**src/rtl/seg_scan_1khz.sv**
```systemverilog
// Four-digit seven-segment scanner driven by an external 1 kHz square wave.
// tick_src is treated purely as data: it is synchronized into clk_in, its
// rising edge becomes a registered single-cycle tick, and each tick advances
// the scan one digit. Display inputs are captured into a shadow register once
// per frame, so one frame never mixes old and new values.
//
// Handshake note: there is no valid/ready pairing on this block. The display
// inputs are sampled only at frame wrap. The outputs are registered and only
// change on the clk_in edge that follows a tick.
module seg_scan_1khz #(
    parameter int SEG_ACTIVE_LOW = 1,
    parameter int SYNC_STAGES    = 2
) (
    input  logic        clk_in,
    input  logic        rst_n,
    input  logic        tick_src,
    input  logic [15:0] digits,
    input  logic [3:0]  dp_en,
    input  logic        lz_blank,
    output logic [3:0]  an,
    output logic [6:0]  seg,
    output logic        dp,
    output logic        frame_done
);

    // Out-of-range synchronizer depths are clamped into the legal 2..3 window.
    localparam int STAGES = (SYNC_STAGES < 2) ? 2 : ((SYNC_STAGES > 3) ? 3 : SYNC_STAGES);

    // These are the "unlit" levels for the chosen output polarity.
    localparam logic [6:0] SEG_OFF = (SEG_ACTIVE_LOW != 0) ? 7'h7F : 7'h00;
    localparam logic       DP_OFF  = (SEG_ACTIVE_LOW != 0) ? 1'b1  : 1'b0;

    logic [STAGES-1:0] sync_q;
    logic              edge_q;
    logic              tick_q;

    logic [1:0]        idx_q;
    logic [15:0]       sh_digits_q;
    logic [3:0]        sh_dp_q;
    logic              sh_lz_q;

    logic              wrap;
    logic [1:0]        idx_nxt;
    logic [15:0]       use_digits;
    logic [3:0]        use_dp;
    logic              use_lz;
    logic [3:0]        nibble;
    logic              blank;
    logic [6:0]        seg_al;
    logic [6:0]        seg_nxt;
    logic              dp_nxt;
    logic [3:0]        an_nxt;

    // Active-low hex decode, bit order {g,f,e,d,c,b,a}.
    function automatic logic [6:0] hex_to_seg_al(input logic [3:0] h);
        logic [6:0] s;
        case (h)
            4'h0:    s = 7'b1000000;
            4'h1:    s = 7'b1111001;
            4'h2:    s = 7'b0100100;
            4'h3:    s = 7'b0110000;
            4'h4:    s = 7'b0011001;
            4'h5:    s = 7'b0010010;
            4'h6:    s = 7'b0000010;
            4'h7:    s = 7'b1111000;
            4'h8:    s = 7'b0000000;
            4'h9:    s = 7'b0010000;
            4'hA:    s = 7'b0001000;
            4'hB:    s = 7'b0000011;
            4'hC:    s = 7'b1000110;
            4'hD:    s = 7'b0100001;
            4'hE:    s = 7'b0000110;
            default: s = 7'b0001110;
        endcase
        return s;
    endfunction

    // Synchronize tick_src and register its rising edge as a one-cycle tick.
    always_ff @(posedge clk_in or negedge rst_n) begin
        if (!rst_n) begin
            sync_q <= '0;
            edge_q <= 1'b0;
            tick_q <= 1'b0;
        end else begin
            sync_q <= {sync_q[STAGES-2:0], tick_src};
            edge_q <= sync_q[STAGES-1];
            tick_q <= sync_q[STAGES-1] & ~edge_q;
        end
    end

    // Work out the next digit. At wrap, decode from the live inputs because
    // those are the values being captured into the shadow on the same edge.
    always_comb begin
        wrap       = (idx_q == 2'd3);
        idx_nxt    = idx_q + 2'd1;
        use_digits = wrap ? digits   : sh_digits_q;
        use_dp     = wrap ? dp_en    : sh_dp_q;
        use_lz     = wrap ? lz_blank : sh_lz_q;

        nibble = 4'h0;
        blank  = 1'b0;
        case (idx_nxt)
            2'd0: begin
                nibble = use_digits[3:0];
                blank  = 1'b0;
            end
            2'd1: begin
                nibble = use_digits[7:4];
                blank  = use_lz && (use_digits[15:4] == 12'h000);
            end
            2'd2: begin
                nibble = use_digits[11:8];
                blank  = use_lz && (use_digits[15:8] == 8'h00);
            end
            default: begin
                nibble = use_digits[15:12];
                blank  = use_lz && (use_digits[15:12] == 4'h0);
            end
        endcase

        seg_al = blank ? 7'h7F : hex_to_seg_al(nibble);
        seg_nxt = (SEG_ACTIVE_LOW != 0) ? seg_al : ~seg_al;
        dp_nxt  = use_dp[idx_nxt] ? ~DP_OFF : DP_OFF;
        an_nxt  = ~(4'b0001 << idx_nxt);
    end

    // Advance the scan, capture the shadow at wrap, and register the outputs.
    always_ff @(posedge clk_in or negedge rst_n) begin
        if (!rst_n) begin
            idx_q       <= 2'd3;
            sh_digits_q <= 16'h0000;
            sh_dp_q     <= 4'h0;
            sh_lz_q     <= 1'b0;
            an          <= 4'hF;
            seg         <= SEG_OFF;
            dp          <= DP_OFF;
            frame_done  <= 1'b0;
        end else begin
            frame_done <= tick_q & wrap;
            if (tick_q) begin
                idx_q <= idx_nxt;
                an    <= an_nxt;
                seg   <= seg_nxt;
                dp    <= dp_nxt;
                if (wrap) begin
                    sh_digits_q <= digits;
                    sh_dp_q     <= dp_en;
                    sh_lz_q     <= lz_blank;
                end
            end
        end
    end

endmodule

```
**config.mk**
```make
export PLATFORM = sky130hd
export DESIGN_NAME = seg_scan_1khz
export DESIGN_NICKNAME = d
export VERILOG_FILES = /design/src/rtl/seg_scan_1khz.sv
export SDC_FILE = /design/constraint.sdc
export NUM_CORES = 1
export LEC_CHECK = 0
export BUFFER_PORTS_ARGS = -buffer_cell sky130_fd_sc_hd__buf_2
export CORE_MARGIN = 2
export CORE_UTILIZATION = 42
export DETAILED_ROUTE_END_ITERATION = 16
export PLACE_DENSITY_LB_ADDON = 0.15
export SYNTH_ARGS = -nofsm -noshare
export SYNTH_HDL_FRONTEND = slang
export SYNTH_SLANG_ARGS = --single-unit
export TNS_END_PERCENT = 10
```
**constraint.sdc**
```tcl
create_clock -name clk_in -period 3.2 [get_ports clk_in]
set_input_delay 0.64 -clock clk_in [delete_from_list [all_inputs] [get_ports clk_in]]
set_output_delay 0.64 -clock clk_in [all_outputs]
set_load 0.01 [all_outputs]
```
==> results of run 1 <==
-- layer usage --
metal	share of wire, %	routed length (microns)
met5	0	0
met4	1.1	50
met3	4.2	184
met2	46	2020
met1	49	2160
-- logic make-up (layout without fill, tap and decap cells) --
family          after synthesis  count (layout)
buf+inv                      20              57
simple gates                 31              31
flops                        40              40
compound gates               27              27
fa+ha+maj                    11              11
mux                          51              51
xor+xnor                      2               2
-- power breakdown --
part | internal [W] | switching (W)
combinational | 0.000762 | 0.000760
clock | 0.000172 | 0.000171
sequential | 0.000800 | 0.000154
-- area by class of cell --
type	instances	area, sq um	share of cell area (%)
clock buffers	6	82.6	3.27
clock inverters	2	10.0	0.396
inverters	11	41.3	1.64
multi-input cells	122	1090	43.2
flip-flops and latches	40	1020	40.3
well taps	70	87.6	3.47
repair buffers	38	195	7.73
-- worst min-delay path by stage --
| stage | start | end | cells after the start |
|---|---|---|---|
| after detailed placement | sync_q[0] | sync_q[1] | 0 |
| final | sync_q[0] | sync_q[1] | 0 |
| after global routing | sync_q[0] | sync_q[1] | 0 |
| after CTS | sync_q[0] | sync_q[1] | 0 |
| after global placement | sync_q[0] | sync_q[1] | 0 |
| after floorplan | sync_q[0] | sync_q[1] | 0 |
-- sequential cells by signal, indices dropped and copies added (netlist names), 2 cells and up --
name         count
sync_q           2
sh_digits_q     16
idx_q            2
seg              7
an               4
sh_dp_q          4
-- worst reg2reg max path, delay by kind of cell, from the launching register on --
kind | cells | cell delay [ps]
fa+ha+maj | 2 | 640
compound gates | 3 | 700
mux | 2 | 630
simple gates | 1 | 150
flops | 1 | 620
buf+inv | 1 | 90
-- cells in the mapped netlist (2+ instances only) --
master	instances	area, sq um
o21a_1	2	15.0
a222oi_1	2	20.0
xor2_1	2	17.5
a31oi_1	3	18.8
dfstp_2	14	368
dfrtp_1	26	651
mux2_4	2	30.0
nor2_1	12	45.0
ha_1	11	138
nor2b_1	3	18.8
nor4_1	2	12.5
buf_1	3	11.3
nand2_1	7	26.3
nor4b_1	2	17.5
a22oi_1	4	30.0
mux2_2	34	383
mux2i_1	13	130
mux4_2	2	45.0
a2bb2oi_1	2	17.5
inv_1	11	41.3
buf_6	3	33.8
a21oi_1	7	35.0
-- through the flow --
step                      cell area (sq um)  cells  setup slack (ps)  util [%]  power, W
after floorplan                        2220    182               554         -   0.00219
after global placement                 2430    281               134      47.5   0.00243
after detailed placement               2430    281              96.4      47.5   0.00247
after CTS                              2520    289              54.7      49.3   0.00283
after global routing                   2520    289              79.1      49.4   0.00306
final                                  2520    289               263      49.4   0.00282
==> metrics.cfg, run 1 <==
[timing]
finClkSkew_ps = 1.32
post-route-period-util_pct = 91.8
slew_headroom_pct = 41.9
worst_pin_slew_ps = 871
hold_viol = 0
period_needed_ps = 2940
whs_ps = 365
rsz0062_at_grt = false
finalSetupViolCount = 0
fmax_mhz = 340
drv_slew = 0
final.setup.tns_ps = 0

[critical_path]
critPathSlowestCell = dfstp_2
timing.rr.end = seg[0]
critPathKind = reg -> reg
critical_path.endpoint = seg[0]
crit_path_start_kind = flop
cp_top_family = compound AO/OA/AOI/OAI gates
worst_path_largest_cell_delay_ps = 620
crit_start = idx_q[0]
cp.depth = 9
critPathRequiredTime_ps = 3390
reg2reg_slack_ps = 260
endpoint_kind = flop
r2r_cells = 9
arrival_ps = 3130
critPathBufInv = 1
timing.rr.start = idx_q[0]
crit_chain = ha_2 > mux2_4 > a222oi_1 > mux2_2 > inv_1 > ha_1 > and3_1 > a221oi_1 > a21oi_1
crit_fanout = 15

[drt]
wl_microns = 4410
wl_per_cell_microns = 15.3
first_iter_violations = 66
via_per_inst = 5.13
ant_nets = 0
dr.pass1.iters = 6
vias = 1484
drt_drc_violations_left = 0

[finish]
finalNetCount = 253
layout_common_cells = 36 x buf_2, 34 x mux2_2, 26 x dfrtp_1
n_fill_cell = 454
antennaDiodeCount = 0
layout_commonest_cell = buf_2
drive_gt1_share_pct = 45.7
area_growth_pct = 13.8

[clocking]
numCtsBuffers = 5
cts_setup_buffers = 0
clk_pin_slew_worst_paths_ps = 70
hold_buffers = 0
post_cts_resized = 0
root_buffer = clkbuf_8
clock_latency_ps = 280
cts_tree = built
cts_sinks = 40
cts_max_level = 2
cts_buffer_depth = 2

[synthesis]
synthAdderAreaFrac_pct = 6.20
ys_ff_latch = 40
synth-simple-area-share_pct = 6.82
synthCells = 182
synth_top_family_by_area = multiplexers
synth_xor_area_share_pct = 0.789
ys_async_sr_fraction_pct = 100
avgSynthCellArea_sq_um = 12.2
synth_compound_area_share_pct = 8.51
synth_cell_types = 37
syn-num-nets = 217
synth_edf_count = 0
synthMuxAreaShare_pct = 26.5
synth_flop_cell = dfrtp_1
synth_area_sq_um = 2220
synth-warning-count = 0
ys_seq_area_share_pct = 45.9

[global_routing]
grt_pass1_wl_microns = 7530
antenna_found_initial = 0
grt_util_met1_pct = 22.2
grt_overflow = 0
grt_pass1_vias = 1527
top_usage_layer = met2
grt_usage_pct = 16.1
grt_start_max_net_pins = 41
use_met3_pct = 3.88
use_met2_pct = 25.3

[floorplan]
die_y_microns = 76.7
die_w_microns = 76.7
ios = 37
start_util_pct = 43.5
die_area_sq_um = 5880
coreArea_sq_um = 5110
rows = 26

[placement]
io_buffers = 36
place.gp.congestion = 0.876
hpwl_microns = 3210

[hold_path]
hold_class = reg -> reg

[power_and_ir_drop]
powerDensity_nw_per_um2 = 1120
ir_drop_v = 0.000420
p_leak_nw = 1.14

[status]
status = complete, no violations

[flow_run]
drv_cap = 0

Power figures use the tool's default switching activity.
==> inputs of run 2 (changes only) <==
clock period = 2.62 ns   (was 3.2 ns; I/O delays follow)
==> run 2 against run 1 <==
Effect of this change: fmax rose by 16%; die area unchanged; sequential share of layout area down 2.5 points; register-to-register slack worse by 180 ps; wire length increased by 5.1%; sequential power is 19% higher; utilization increased by 3.3 points; combinational power grew 52%; clock power is 47% higher; sequential cell count stayed put.
==> metrics.cfg, run 2 (same netlist as run 1, synthesis figures left out) <==
[clocking]
cts_tree = built
cts_max_level = 2  ; unchanged
cts_buffer_depth = 2  ; unchanged
clk_pin_slew_worst_paths_ps = 80  ; about the same
cts_sinks = 40  ; unchanged
numCtsBuffers = 5  ; unchanged
root_buffer = clkbuf_8
clock_latency_ps = 290  ; about the same

[timing]
whs_ps = 330  ; -35.8 ps
hold_viol = 0  ; unchanged
worst_pin_slew_ps = 891  ; +19.7 ps
finalSetupViolCount = 0  ; unchanged
fmax_mhz = 394  ; +16%
final.setup.tns_ps = 0  ; unchanged
slew_headroom_pct = 40.6  ; -1.3 points
fin_ws_ps = 80.9  ; -182 ps
drv_slew = 0  ; unchanged
finClkSkew_ps = 5.83  ; +4.51 ps
post-route-period-util_pct = 96.9  ; +5.1 points
rsz0062_at_grt = true
period_needed_ps = 2540  ; -398 ps

[finish]
drive_gt1_share_pct = 52.2  ; +6.5 points
n_fill_cell = 453  ; -0.22%
largest_reg_flops = 16  ; unchanged
area_growth_pct = 21.4
final_core_util_pct = 52.8  ; +3.3 points
layout_commonest_cell = buf_2
largest-register = sh_digits_q
finalNetCount = 264  ; +4.3%
antennaDiodeCount = 0  ; unchanged
layout_common_cells = 36 x buf_2, 32 x mux2_2, 26 x dfrtp_1
largestRegisters = sh_digits_q (16), seg (7)

[critical_path]
timing.rr.end = seg[4]
arrival_ps = 2760  ; -370 ps
critPathRequiredTime_ps = 2840  ; -550 ps
crit_fanout = 7  ; -8
timing.rr.start = idx_q[1]
endpoint_kind = flop
r2r_cells = 10  ; +1
critPathKind = reg -> reg
reg2reg_slack_ps = 80  ; -180 ps
crit_path_start_kind = flop

[power_and_ir_drop]
ir_drop_v = 0.000559  ; +33%
netSwitchingPower_w = 0.00151  ; +39%
design_power_total_w = 0.00396  ; +40%
p_clk_share_pct = 12.7  ; +0.5 points
p_leak_nw = 1.21  ; +5.9%
p_int_w = 0.00245  ; +41%
comb_power_share_pct = 58.4  ; +4.4 points
p_seq_share_pct = 28.9  ; -4.9 points
powerDensity_nw_per_um2 = 1470  ; +32%
swShare_pct = 38.1  ; -0.42 points

[hold_path]
hold_path_end = sync_q[0]
holdPathStages = 1  ; +1
hp-start = tick_src
hold_class = in -> reg

[global_routing]
grt_pass1_vias = 1640  ; +7.4%
antenna_found_initial = 0  ; unchanged
grt_pass1_wl_microns = 7800  ; +3.6%
grt_overflow = 0  ; unchanged
grt_start_max_net_pins = 41  ; unchanged
grt_usage_pct = 16.7  ; +0.58 points

[drt]
wl_per_cell_microns = 15.5  ; +1.2%
via_per_inst = 5.10  ; -0.68%
drt_drc_violations_left = 0  ; unchanged
vias = 1530  ; +3.1%
first_iter_violations = 103  ; +56%
dr.pass1.iters = 4  ; -2
wl_microns = 4640  ; +5.1%
ant_nets = 0  ; unchanged

[placement]
place.gp.congestion = 0.763  ; -13%
io_buffers = 36  ; unchanged
hpwl_microns = 3390  ; +5.5%
place_ws_ps = -61.3  ; -158 ps

[floorplan]
die_w_microns = 76.7  ; unchanged
start_util_pct = 43.5  ; unchanged
rows = 26  ; unchanged
die_area_sq_um = 5880  ; unchanged
coreArea_sq_um = 5110  ; unchanged
die_y_microns = 76.7  ; unchanged
ios = 37  ; unchanged

[flow_run]
drv_cap = 0  ; unchanged

[status]
status = complete, no violations

run 2: layout make-up:
class / count / area [sq um] / area share, %
Clock buffer: 5 / 68.8 / 2.55
Inverter: 11 / 43.8 / 1.62
Multi-Input combinational cell: 122 / 1150 / 42.6
Timing Repair Buffer: 49 / 285 / 10.6
Sequential cell: 40 / 1020 / 37.8
Clock inverter: 3 / 42.5 / 1.58
Tap cell: 70 / 87.6 / 3.25
run 2: per-layer routing:
layer  up-vias  GRT usage (%)  part of all wire (%)
li1        747              -                     -
met4         0           4.55                  0.82
met3         6           4.24                   4.1
met1       742           20.4                    45
met2        35           29.2                    50
met5         -              0                     0
run 2: worst max-delay path: stages (launching register included):
cell and delay, ps:
dfstp_2 560, ha_4 210, buf_6 140, buf_4 130
buf_6 130, mux2i_1 110, mux2i_2 370, inv_2 130
ha_2 190, or3_1 340, a31oi_1 170
run 2: worst max-delay path by stage:
stage | from | endpoint | slack (ps) | cells past startpoint
floorplan | idx_q[0] | seg[4] | 5 | 10
finish | idx_q[1] | seg[4] | 80 | 10
global route | idx_q[0] | seg[3] | -70 | 9
detailed placement | idx_q[0] | seg[0] | -60 | 9
global placement | idx_q[0] | seg[4] | 40 | 8
CTS | idx_q[0] | seg[3] | 10 | 9
run 2: power groups by stage:
stage | Sequential, W | Clock [W] | Combinational (W)
finish | 0.00114 | 0.000503 | 0.00231
global route | 0.00118 | 0.000543 | 0.00253
CTS | 0.00115 | 0.000517 | 0.00206
detailed placement | 0.00115 | 0 | 0.00204
global placement | 0.00114 | 0 | 0.00197
floorplan | 0.00117 | 0 | 0.00152
run 2: what timing repair did:
action | in CTS | in global routing
pin swaps | 0 | 9
resized for setup | 1 | 17
buffers inserted | 0 | 2
endpoints found under the setup margin | 5 | 5
hold buffers | 0 | 0
run 2: per-stage QoR:
step / area (sq um) / cells
after detailed placement: 2500 / 290
final: 2700 / 300
after floorplan: 2230 / 182
after global routing: 2700 / 300
after CTS: 2620 / 298
after global placement: 2500 / 290
==> inputs of run 3 (changes only) <==
ABC_AREA = 1   (was not set)
==> run 3 against run 2 <==
Effect of this change: non-clock buffer count down 9; register-to-register slack better by 160 ps; clock power up 39%; critical endpoint is now seg[3]; largest power group unchanged; highest routed layer unchanged.
==> metrics.cfg, run 3 <==
[floorplan]
die_y_microns = 78.2  ; +1.9%
die_area_sq_um = 6110  ; +3.8%
ios = 37  ; unchanged
rows = 26  ; unchanged
start_util_pct = 44.4  ; +0.92 points
coreArea_sq_um = 5200  ; +1.9%
die_w_microns = 78.2  ; +1.9%

[synthesis]
synth_top_cell_by_area = dfrtp_1
synthCells = 316  ; +74%
synth_edf_count = 0  ; unchanged
synth_top_area_share_pct = 28.2  ; -1.1 points
ys_ff_latch = 40  ; unchanged
yosysMostFrequentCell = nand2_1
syn-num-nets = 351  ; +62%
synth-warning-count = 0  ; unchanged
synth_area_leaders = dfrtp_1 28%, nand2_1 20%, dfstp_2 16%
synth_flop_cell = dfrtp_1
avgSynthCellArea_sq_um = 7.31  ; -40%
ys_async_sr_fraction_pct = 100  ; unchanged
ys_seq_area_share_pct = 44.1  ; -1.8 points
synth_area_sq_um = 2310  ; +4.1%
synth_common_cells = 126 x nand2_1, 32 x inv_1, 29 x nor2_1
synth_cell_types = 28  ; -24%

[critical_path]
reg2reg_slack_ps = 240  ; +160 ps
crit_fanout = 19  ; +12
critical_path.endpoint = seg[3]
timing.rr.start = idx_q[0]
timing.rr.end = seg[3]
crit_path_start_kind = flop
crit_top_cell = nand2_1
cp.depth = 15  ; +5
r2r_cells = 15  ; +5
worst_path_largest_cell_delay_ps = 600  ; +40 ps
cp_top_family = simple AND/OR/NAND/NOR gates
endpoint_kind = flop
critPathKind = reg -> reg
crit_chain = ha_1 > inv_2 > nand2_1 > nand2_1 > nand2_1 > nand2_1 > o21ai_2 > inv_1 > ha_1 > nand3_1 > nand2_1 > nand2_1 > nand2_1 > nor2_1 > nor2_1
critPathSlowestCell = dfstp_2
critPathBufInv = 2  ; -2
arrival_ps = 2610  ; -150 ps
critPathRequiredTime_ps = 2850  ; about the same
crit_start = idx_q[0]

[drt]
vias = 1996  ; +30%
dr.pass1.iters = 4  ; unchanged
first_iter_violations = 108  ; +4.9%
wl_per_cell_microns = 11.9  ; -23%
drt_drc_violations_left = 0  ; unchanged
ant_nets = 0  ; unchanged
wl_microns = 5040  ; +8.7%
via_per_inst = 4.70  ; -7.9%

[finish]
antennaDiodeCount = 0  ; unchanged
final_area_sq_um = 2720  ; +1.1%
area_growth_pct = 17.9
multi_input_area_sq_um = 1120  ; -2.4%
drive_gt1_share_pct = 20.8  ; -31 points
largest_reg_flops = 16  ; unchanged
n_fill_cell = 545  ; +20%
layout_commonest_cell = nand2_1
largestRegisters = sh_digits_q (16), seg (7)
seq_area_sq_um = 1020  ; unchanged
finalNetCount = 389  ; +47%
largest-register = sh_digits_q
layout_common_cells = 126 x nand2_1, 36 x buf_2, 32 x inv_1

[clocking]
numCtsBuffers = 5  ; unchanged
cts_buffer_depth = 2  ; unchanged
cts_sinks = 40  ; unchanged
post_cts_resized = 0  ; -1
clock_latency_ps = 290  ; about the same
root_buffer = clkbuf_8
cts_setup_buffers = 0  ; unchanged
cts_tree = built
clk_pin_slew_worst_paths_ps = 80  ; about the same
hold_buffers = 0  ; unchanged
cts_max_level = 2  ; unchanged

[timing]
slew_headroom_pct = 41.0  ; +0.39 points
post-route-period-util_pct = 90.8  ; -6.1 points
final.setup.tns_ps = 0  ; unchanged
hold_viol = 0  ; unchanged
period_needed_ps = 2380  ; -160 ps
fin_ws_ps = 241  ; +160 ps
fmax_mhz = 420  ; +6.7%
finClkSkew_ps = 3.85  ; -1.98 ps
rsz0062_at_grt = false
whs_ps = 330  ; +0.557 ps
finalSetupViolCount = 0  ; unchanged
worst_pin_slew_ps = 885  ; -5.85 ps
drv_slew = 0  ; unchanged

[hold_path]
hold_class = in -> reg
hp-start = tick_src

[power_and_ir_drop]
p_clk_share_pct = 18.0  ; +5.3 points
comb_power_share_pct = 53.2  ; -5.2 points
swShare_pct = 42.9  ; +4.9 points
p_leak_nw = 1.48  ; +23%
ir_drop_v = 0.000535  ; -4.2%
powerDensity_nw_per_um2 = 1420  ; -3.4%
p_int_w = 0.00220  ; -10%
netSwitchingPower_w = 0.00166  ; +10%
p_seq_share_pct = 28.7  ; -0.2 points
design_power_total_w = 0.00386  ; -2.4%

[global_routing]
grt_start_max_net_pins = 41  ; unchanged
grt_pass1_vias = 1863  ; +14%
grt_pass1_wl_microns = 8730  ; +12%
grt_usage_pct = 17.9  ; +1.2 points
antenna_found_initial = 0  ; unchanged
grt_overflow = 0  ; unchanged

[placement]
place_area_sq_um = 2560  ; +2.5%
hpwl_microns = 3730  ; +10%
io_buffers = 36  ; unchanged
place.gp.congestion = 0.883  ; +16%
place_ws_ps = 162  ; +223 ps

[status]
status = complete, no violations

[flow_run]
drv_cap = 0  ; unchanged

[run 3: changes by cell type in the layout (fill, tap and decap cells not counted), sizes merged, moves of 4 or more]
| cell | before | now |
|---|---|---|
| nand2 | 7 | 127 |
| mux2 | 36 | 0 |
| o21ai | 1 | 31 |
| inv | 11 | 34 |
| nand3 | 0 | 20 |
| nor2 | 12 | 29 |
| mux2i | 13 | 1 |
| buf | 49 | 40 |
| a22oi | 4 | 0 |
[run 3: through the flow]
step	cells	utilization [%]
3_5_place_dp	417	49.2
2_1_floorplan	316	-
4_1_cts	425	52.3
5_1_grt	425	52.3
3_3_place_gp	417	49.2
6_report	425	52.3
[run 3: kinds of logic (layout without fill, tap and decap cells)]
| family | after synthesis | after routing | share of synthesized area [%] |
|---|---|---|---|
| DFF | 40 | 40 | 44.1 |
| AOI/OAI and AO/OA | 39 | 39 | 10.3 |
| buffers and inverters | 43 | 82 | 7.53 |
| muxes | 1 | 1 | 0.433 |
| and+or+nand+nor | 181 | 181 | 31.3 |
| xor gates and xnor gates | 1 | 1 | 0.379 |
| adders and majority gates | 11 | 11 | 5.96 |
[run 3: worst register-to-register path, cell delays in order, from the launching register on]
cell	delay (ps)
dfstp_2	600
ha_1	240
inv_2	170
nand2_1	100
nand2_1	70
nand2_1	70
nand2_1	60
o21ai_2	200
inv_1	130
ha_1	230
nand3_1	130
nand2_1	80
nand2_1	60
nand2_1	40
nor2_1	90
nor2_1	50
[run 3: cell type report]
| cell class | count | area share, % |
|---|---|---|
| clock buffer | 5 | 2.53 |
| clock inverter | 3 | 3.31 |
| inverter | 34 | 4.69 |
| multi-input combinational | 233 | 41.2 |
| sequential | 40 | 37.4 |
| tap | 70 | 3.22 |
| timing repair buffer | 40 | 7.72 |
[run 3: layer usage]
| metal | track usage [%] | routed length [microns] | vias up | part of all wire, % |
|---|---|---|---|---|
| met5 | 0 | 0 | - | 0 |
| met4 | 5.44 | 59 | 0 | 1.2 |
| met3 | 3.79 | 226 | 6 | 4.5 |
| met2 | 28.8 | 2300 | 45 | 46 |
| met1 | 24.4 | 2450 | 891 | 49 |
| li1 | - | - | 1054 | - |
[run 3: worst min path at each step]
| stage | to | cells past startpoint |
|---|---|---|
| final | sync_q[0] | 1 |
| after global routing | sync_q[0] | 1 |
| after detailed placement | sync_q[1] | 0 |
| after global placement | sync_q[1] | 0 |
| after CTS | sync_q[0] | 1 |
| after floorplan | edge_q | 0 |
[run 3: power groups by stage]
stage | clock network, W | logic, W | registers (W)
2_1_floorplan | 0 | 0.00151 | 0.00113
3_3_place_gp | 0 | 0.00201 | 0.00111
3_5_place_dp | 0 | 0.00203 | 0.00112
4_1_cts | 0.000717 | 0.00205 | 0.00111
5_1_grt | 0.000746 | 0.00237 | 0.00114
6_report | 0.000697 | 0.00206 | 0.00111
